**src/rtl/regfile_pkg.sv**
```systemverilog
// Shared types and default sizes for the accelerator-backed register file.
package regfile_pkg;

  localparam int unsigned XLEN_DEF  = 32;
  localparam int unsigned NREG_DEF  = 32;
  localparam int unsigned LED_W_DEF = 8;

  typedef enum logic {
    IDLE = 1'b0,
    BUSY = 1'b1
  } acc_state_t;

endpackage

```
**src/rtl/regfile_acc_if.sv**
```systemverilog
// Core-side register port plus coprocessor handshake for regfile_acc.
interface regfile_acc_if #(
  parameter int unsigned XLEN  = 32,
  parameter int unsigned NREG  = 32,
  parameter int unsigned LED_W = 8
);
  localparam int unsigned AW = $clog2(NREG);

  logic [AW-1:0]   A1;
  logic [AW-1:0]   A2;
  logic [AW-1:0]   A3;
  logic [XLEN-1:0] WB;
  logic            WE;
  logic [XLEN-1:0] RD1;
  logic [XLEN-1:0] RD2;
  logic            STALL;
  logic [LED_W-1:0] LED;
  logic            ACC_START;
  logic [XLEN-1:0] ACC_OPA;
  logic [XLEN-1:0] ACC_OPB;
  logic            ACC_DONE;
  logic [XLEN-1:0] ACC_RESULT;
  logic            ACC_BUSY;

  modport master (
    output A1, A2, A3, WB, WE, ACC_DONE, ACC_RESULT,
    input  RD1, RD2, STALL, LED, ACC_START, ACC_OPA, ACC_OPB, ACC_BUSY
  );

  modport slave (
    input  A1, A2, A3, WB, WE, ACC_DONE, ACC_RESULT,
    output RD1, RD2, STALL, LED, ACC_START, ACC_OPA, ACC_OPB, ACC_BUSY
  );

endinterface

```
**src/rtl/regfile_acc_ctl.sv**
```systemverilog
// Accelerator sequencer: IDLE/BUSY FSM, operand latches and the start pulse.
module regfile_acc_ctl
  import regfile_pkg::*;
#(
  parameter int unsigned XLEN = XLEN_DEF
) (
  input  logic            clk_i,
  input  logic            rst_ni,
  input  logic            start_req_i,
  input  logic            done_i,
  input  logic [XLEN-1:0] opa_src_i,
  input  logic [XLEN-1:0] opb_src_i,
  output logic            busy_o,
  output logic            start_o,
  output logic            res_we_c_o,
  output logic [XLEN-1:0] opa_o,
  output logic [XLEN-1:0] opb_o
);

  acc_state_t      state_q, state_d;
  logic            start_q, start_d;
  logic [XLEN-1:0] opa_q, opa_d;
  logic [XLEN-1:0] opb_q, opb_d;

  // State and output registers; reset abandons any operation in flight.
  always_ff @(posedge clk_i) begin
    if (!rst_ni) begin
      state_q <= IDLE;
      start_q <= 1'b0;
      opa_q   <= '0;
      opb_q   <= '0;
    end else begin
      state_q <= state_d;
      start_q <= start_d;
      opa_q   <= opa_d;
      opb_q   <= opb_d;
    end
  end

  always_comb begin
    state_d = state_q;
    unique case (state_q)
      IDLE:    if (start_req_i) state_d = BUSY;
      BUSY:    if (done_i)      state_d = IDLE;
      default: state_d = IDLE;
    endcase
  end

  // Operands only latch on an accepted start, so they stay stable while busy.
  always_comb begin
    start_d    = 1'b0;
    opa_d      = opa_q;
    opb_d      = opb_q;
    res_we_c_o = 1'b0;
    if (state_q == IDLE && start_req_i) begin
      start_d = 1'b1;
      opa_d   = opa_src_i;
      opb_d   = opb_src_i;
    end
    if (state_q == BUSY && done_i) begin
      res_we_c_o = 1'b1;
    end
  end

  assign busy_o  = (state_q == BUSY);
  assign start_o = start_q;
  assign opa_o   = opa_q;
  assign opb_o   = opb_q;

endmodule

```
**src/rtl/regfile_acc.sv**
```systemverilog
// Integer register file with two registered read ports, write-first bypass and
// an accelerator result slot that stalls reads while the coprocessor is busy.
module regfile_acc
  import regfile_pkg::*;
#(
  parameter int unsigned XLEN    = XLEN_DEF,
  parameter int unsigned NREG    = NREG_DEF,
  parameter int unsigned LED_W   = LED_W_DEF,
  parameter int unsigned LED_REG = 2,
  parameter int unsigned ACC_A   = 1,
  parameter int unsigned ACC_B   = 2,
  parameter int unsigned ACC_RES = NREG - 1
) (
  input  logic          CLK,
  input  logic          RST,
  regfile_acc_if.slave  bus
);

  localparam int unsigned AW = $clog2(NREG);

  logic [XLEN-1:0] regs_q [NREG];
  logic [XLEN-1:0] rd1_q, rd1_d;
  logic [XLEN-1:0] rd2_q, rd2_d;
  logic            wr_en_c;
  logic            start_req_c;
  logic            stall_c;
  logic            busy;
  logic            res_we_c;

  // Register 0 and the result slot are never targets of a core write.
  assign wr_en_c     = bus.WE && (bus.A3 != '0) && (bus.A3 != AW'(ACC_RES));
  assign start_req_c = wr_en_c && (bus.A3 == AW'(ACC_B));
  assign stall_c     = busy && ((bus.A1 == AW'(ACC_RES)) || (bus.A2 == AW'(ACC_RES)));

  always_ff @(posedge CLK) begin
    if (!RST) begin
      for (int i = 0; i < int'(NREG); i++) regs_q[i] <= '0;
    end else begin
      if (wr_en_c)  regs_q[bus.A3]  <= bus.WB;
      if (res_we_c) regs_q[ACC_RES] <= bus.ACC_RESULT;
    end
  end

  // Read muxes: hold on stall, zero for x0, otherwise write-first bypass.
  always_comb begin
    rd1_d = rd1_q;
    rd2_d = rd2_q;
    if (!stall_c) begin
      if (bus.A1 == '0)                       rd1_d = '0;
      else if (wr_en_c && bus.A3 == bus.A1)   rd1_d = bus.WB;
      else                                    rd1_d = regs_q[bus.A1];
      if (bus.A2 == '0)                       rd2_d = '0;
      else if (wr_en_c && bus.A3 == bus.A2)   rd2_d = bus.WB;
      else                                    rd2_d = regs_q[bus.A2];
    end
  end

  always_ff @(posedge CLK) begin
    if (!RST) begin
      rd1_q <= '0;
      rd2_q <= '0;
    end else begin
      rd1_q <= rd1_d;
      rd2_q <= rd2_d;
    end
  end

  regfile_acc_ctl #(
    .XLEN (XLEN)
  ) u_ctl (
    .clk_i       (CLK),
    .rst_ni      (RST),
    .start_req_i (start_req_c),
    .done_i      (bus.ACC_DONE),
    .opa_src_i   (regs_q[ACC_A]),
    .opb_src_i   (bus.WB),
    .busy_o      (busy),
    .start_o     (bus.ACC_START),
    .res_we_c_o  (res_we_c),
    .opa_o       (bus.ACC_OPA),
    .opb_o       (bus.ACC_OPB)
  );

  assign bus.RD1      = rd1_q;
  assign bus.RD2      = rd2_q;
  assign bus.STALL    = stall_c;
  assign bus.ACC_BUSY = busy;
  assign bus.LED      = regs_q[LED_REG][LED_W-1:0];

endmodule
```
**src/flat_wrapper.sv**
```systemverilog
// flat-port wrapper written by rule: the top's interface ports become plain ports
module regfile_acc_flat import regfile_pkg::*;
#(
  parameter int unsigned XLEN    = XLEN_DEF,
  parameter int unsigned NREG    = NREG_DEF,
  parameter int unsigned LED_W   = LED_W_DEF,
  parameter int unsigned LED_REG = 2,
  parameter int unsigned ACC_A   = 1,
  parameter int unsigned ACC_B   = 2,
  parameter int unsigned ACC_RES = NREG - 1
)
  (CLK, RST, bus_A1, bus_A2, bus_A3, bus_WB, bus_WE, bus_ACC_DONE, bus_ACC_RESULT, bus_RD1, bus_RD2, bus_STALL, bus_LED, bus_ACC_START, bus_ACC_OPA, bus_ACC_OPB, bus_ACC_BUSY);
  regfile_acc_if #(.XLEN(XLEN), .NREG(NREG), .LED_W(LED_W)) bus_i ();
  input  logic CLK;
  input  logic RST;
  input wire logic [$bits(bus_i.A1)-1:0] bus_A1;
  input wire logic [$bits(bus_i.A2)-1:0] bus_A2;
  input wire logic [$bits(bus_i.A3)-1:0] bus_A3;
  input wire logic [$bits(bus_i.WB)-1:0] bus_WB;
  input wire logic [$bits(bus_i.WE)-1:0] bus_WE;
  input wire logic [$bits(bus_i.ACC_DONE)-1:0] bus_ACC_DONE;
  input wire logic [$bits(bus_i.ACC_RESULT)-1:0] bus_ACC_RESULT;
  output wire logic [$bits(bus_i.RD1)-1:0] bus_RD1;
  output wire logic [$bits(bus_i.RD2)-1:0] bus_RD2;
  output wire logic [$bits(bus_i.STALL)-1:0] bus_STALL;
  output wire logic [$bits(bus_i.LED)-1:0] bus_LED;
  output wire logic [$bits(bus_i.ACC_START)-1:0] bus_ACC_START;
  output wire logic [$bits(bus_i.ACC_OPA)-1:0] bus_ACC_OPA;
  output wire logic [$bits(bus_i.ACC_OPB)-1:0] bus_ACC_OPB;
  output wire logic [$bits(bus_i.ACC_BUSY)-1:0] bus_ACC_BUSY;
  assign bus_i.A1 = bus_A1;
  assign bus_i.A2 = bus_A2;
  assign bus_i.A3 = bus_A3;
  assign bus_i.WB = bus_WB;
  assign bus_i.WE = bus_WE;
  assign bus_i.ACC_DONE = bus_ACC_DONE;
  assign bus_i.ACC_RESULT = bus_ACC_RESULT;
  assign bus_RD1 = bus_i.RD1;
  assign bus_RD2 = bus_i.RD2;
  assign bus_STALL = bus_i.STALL;
  assign bus_LED = bus_i.LED;
  assign bus_ACC_START = bus_i.ACC_START;
  assign bus_ACC_OPA = bus_i.ACC_OPA;
  assign bus_ACC_OPB = bus_i.ACC_OPB;
  assign bus_ACC_BUSY = bus_i.ACC_BUSY;
  regfile_acc #(.XLEN(XLEN), .NREG(NREG), .LED_W(LED_W), .LED_REG(LED_REG), .ACC_A(ACC_A), .ACC_B(ACC_B), .ACC_RES(ACC_RES)) u_core (.CLK(CLK), .RST(RST), .bus(bus_i));
endmodule
```
**config.mk**
```make
export PLATFORM = sky130hd
export DESIGN_NAME = regfile_acc_flat
export DESIGN_NICKNAME = d
export VERILOG_FILES = /design/src/rtl/regfile_pkg.sv /design/src/rtl/regfile_acc_if.sv /design/src/rtl/regfile_acc_ctl.sv /design/src/rtl/regfile_acc.sv /design/src/flat_wrapper.sv
export SDC_FILE = /design/constraint.sdc
export NUM_CORES = 2
export LEC_CHECK = 0
export ABC_AREA = 1
export ABC_CLOCK_PERIOD_IN_PS = 4300
export BUFFER_PORTS_ARGS = -buffer_cell sky130_fd_sc_hd__buf_2
export CAP_MARGIN = 20
export CORE_ASPECT_RATIO = 0.8
export CORE_MARGIN = 4
export CORE_UTILIZATION = 45
export DETAILED_ROUTE_END_ITERATION = 8
export PLACE_DENSITY = 0.62
export SYNTH_ARGS = -nofsm -noshare
export SYNTH_HDL_FRONTEND = slang
export SYNTH_SLANG_ARGS = --single-unit
export TNS_END_PERCENT = 50
```
**constraint.sdc**
```tcl
create_clock -name CLK -period 4.3 [get_ports CLK]
set_clock_uncertainty 0.15 [all_clocks]
set_input_delay 0.645 -clock CLK [delete_from_list [all_inputs] [get_ports CLK]]
set_output_delay 0.645 -clock CLK [all_outputs]
set_load 0.01 [all_outputs]
```
==> flow_summary.toml <==
[die]
die_w_um = 419
row_count = 120
die_area_um2 = 141000
pin_count = 222
start_util = 0.454
fp.dieH_um = 337
core_area_um2 = 134000

[power_and_ir_drop]
total_power_w = 0.0270
powerDensity_nw_per_um2 = 398
leakage_nw = 27.7
vdd_drop_max_mv = 0.315

[place]
port_buffers = 221
dp_hpwl_um = 136000
dp_cells = 9168
gp_congestion = 0.899

[synth]
synth_seq_area_share = 0.548
synth-simple-area-share = 0.364
ys_ff_latch = 1154
syn_inst = 7641
yosysTopAreaCell = "edfxtp_1"
synth-edff-count = 1024
syn_area_per_cell_um2 = 7.97
ys_types = 24
synth_compound_area_frac = 0.0242
synth_area_um2 = 60900
async_flop_share = 0
synth_top_family_by_area = "simple AND/OR/NAND/NOR gates"
synthXorXnorAreaFrac = 0.00129
yosysMostFrequentCell = "nand2_1"
ys_warn_count = 0
synth_commonest_cells = "nand2_1, nand3_1, edfxtp_1"
synthTopCellsByArea = "edfxtp_1, nand3_1, nand2_1, nor2_1, dfxtp_1"
yosys_most_used_dff = "edfxtp_1"
yosys.area.top_type_share = 0.505
muxShareOfSynthArea = 0
synth-adder-area-share = 0

[timing]
fmax_mhz = 328
rsz0062_at_grt = "false"
hold_ws_ns = 0.0445
fin_crit_ns = 3.05
fin_setup_tns_ns = 0
finalMaxSlewViolations = 0
min_period_over_period = 0.709
finalHoldViolations = 0
tightest_slew_ns = 1.11
setup_violations = 0
maxSlewHeadroom = 0.261

[cts]
cts_sinks = 1154
cts_hold_buf = 0
clock_latency_ns = 0.75
root_buffer = "clkbuf_16"
clkSlewWorstSetupHoldPaths_ns = 0.06
htree_levels = 3
cts_tree = "built"
postCtsSetupBuffers = 0
post_cts_resized = 0
cts-buffers-inserted = 119
clk_path_buf_depth = 3

[detailed_routing]
ant_nets = 0
wirelength_um = 233000
vias = 56857
via_per_inst = 6.05
wl_per_cell_um = 24.8
firstDrtPassIters = 7
drc_errors = 0
first_iter_violations = 8891

[grt]
grt-ovfl-total = 0
track_usage = 0.320
grt_start_max_net_pins = 138
grt_antenna_before_repair = 1
grt_pass1_wl_um = 342000
first_global_vias = 53309

[final_layout]
fin_cells = 9400
layout-drive-gt1-share = 0.0861
fin_nets = 7610
synthToLayoutAreaGrowth_pct = 11.4

[worst_setup_path]
arrival_ns = 2.25
crit-reg2reg-launch = "u_core.u_ctl.busy_o"
cp-end-kind = "output port"
startpoint = "bus_A1[3]"
cp-start-kind = "input pin"
critPathMaxFanout = 28
timing.rr.end = "u_core.u_ctl.opa_o[31]"
r2r_cells = 4
required_ns = 3.50
rrSetupSlack_ns = 1.94
crit_type = "in2out"
endpoint = "bus_STALL"

[run_status]
status = "finished, final reports clean"

[run]
drv_cap = 0

[worst_hold_path]
hold_class = "in2reg"
-- metrics by stage --
| step | worst slack, ns | area, µm² | utilization |
|---|---|---|---|
| finish | 1.25 | 67900 | 0.506 |
| global route | 1.20 | 67900 | 0.506 |
| CTS | 1.34 | 67700 | 0.505 |
| detailed placement | 1.04 | 63900 | 0.476 |
| global placement | 0.639 | 63800 | 0.476 |
| floorplan | 1.05 | 61000 | - |
-- worst min-delay path by stage --
stage                      startpoint                     end  slack (ns)  cells after the start
3_3_place_gp   u_core.u_ctl.opb_o[23]  u_core.u_ctl.opb_o[23]        0.28                      2
6_report           bus_ACC_RESULT[14]   u_core.regs_q[31][14]        0.04                      3
4_1_cts             bus_ACC_RESULT[9]    u_core.regs_q[31][9]      0.0004                      3
2_1_floorplan   u_core.u_ctl.opa_o[0]   u_core.u_ctl.opa_o[0]        0.32                      2
5_1_grt            bus_ACC_RESULT[21]   u_core.regs_q[31][21]        0.03                      3
3_5_place_dp   u_core.u_ctl.opa_o[30]  u_core.u_ctl.opa_o[30]        0.28                      2
-- per-layer routing --
layer / global-route usage / part of all wire
met5: 0 / 0
met2: 0.490 / 0.44
met3: 0.0651 / 0.12
met1: 0.433 / 0.38
met4: 0.162 / 0.056
-- registers in the layout, summed over array words and instances, names as in the netlist --
name	count
u_core.u_ctl.opb_o	32
u_core.u_ctl.busy_o	1
u_core.u_ctl.opa_o	32
u_core.u_ctl.start_o	1
u_core.bus.RD2	32
u_core.bus.RD1	32
u_core.regs_q	1024
-- final cells by class --
class / count / area (µm²)
inverter: 262 / 1030
sequential: 1154 / 33400
multi-input combinational: 5555 / 23900
timing repair buffer: 435 / 3480
tap: 1769 / 2210
fill: 12520 / 66200
clock buffer: 159 / 3360
clock inverter: 64 / 479
antenna: 2 / 5.00
-- worst max-delay path: stages --
cell,delay [ns]
buf_4,0.15
buf_4,0.51
nand4_1,0.18
nor2_1,0.11
a21oi_1,0.07
nor2_4,0.31
buf_2,0.27
-- where the power goes --
part	switching (W)	internal, W
Sequential	0.000368	0.0128
Clock	0.00460	0.00581
Combinational	0.00249	0.000961
-- layout by cell type (no fill, tap or decap), types with 2 or more instances in the layout --
cell type   synthesis  layout
nand2_1          2252    2228
inv_8               0       4
clkbuf_1          507      20
inv_6               0       5
buf_4               8     163
inv_1             259     252
nor3_2              2       3
clkinvlp_4          0       6
conb_1              1      32
bufinv_16           0       6
nor3_1             11      10
clkinv_1            1      24
clkinv_2            0      25
clkbuf_16           0     122
buf_6               0       2
buf_2             145     212
buf_16              0       6
inv_2               2       2
nor2_1           1001     998
a21oi_1           132     132
diode_2             0       2
dfxtp_1           130     130
xor2_1              2       2
nand3_1          1974    1972
nand2_2             0      24
clkbuf_8            0      17
xnor2_1             7       7
o211ai_1           40      40
nor2_4              0       2
buf_8               0       7
o21ai_0            98      98
edfxtp_1         1024    1024
buf_12              0      45
-- kinds of logic after synthesis --
family	after synthesis
flip-flops	1154
XOR/XNOR	9
AO/OA/AOI/OAI	272
other	1
buffers and inverters	963
AND/OR/NAND/NOR	5242
Note: power is estimated with default switching activity, not from simulation.
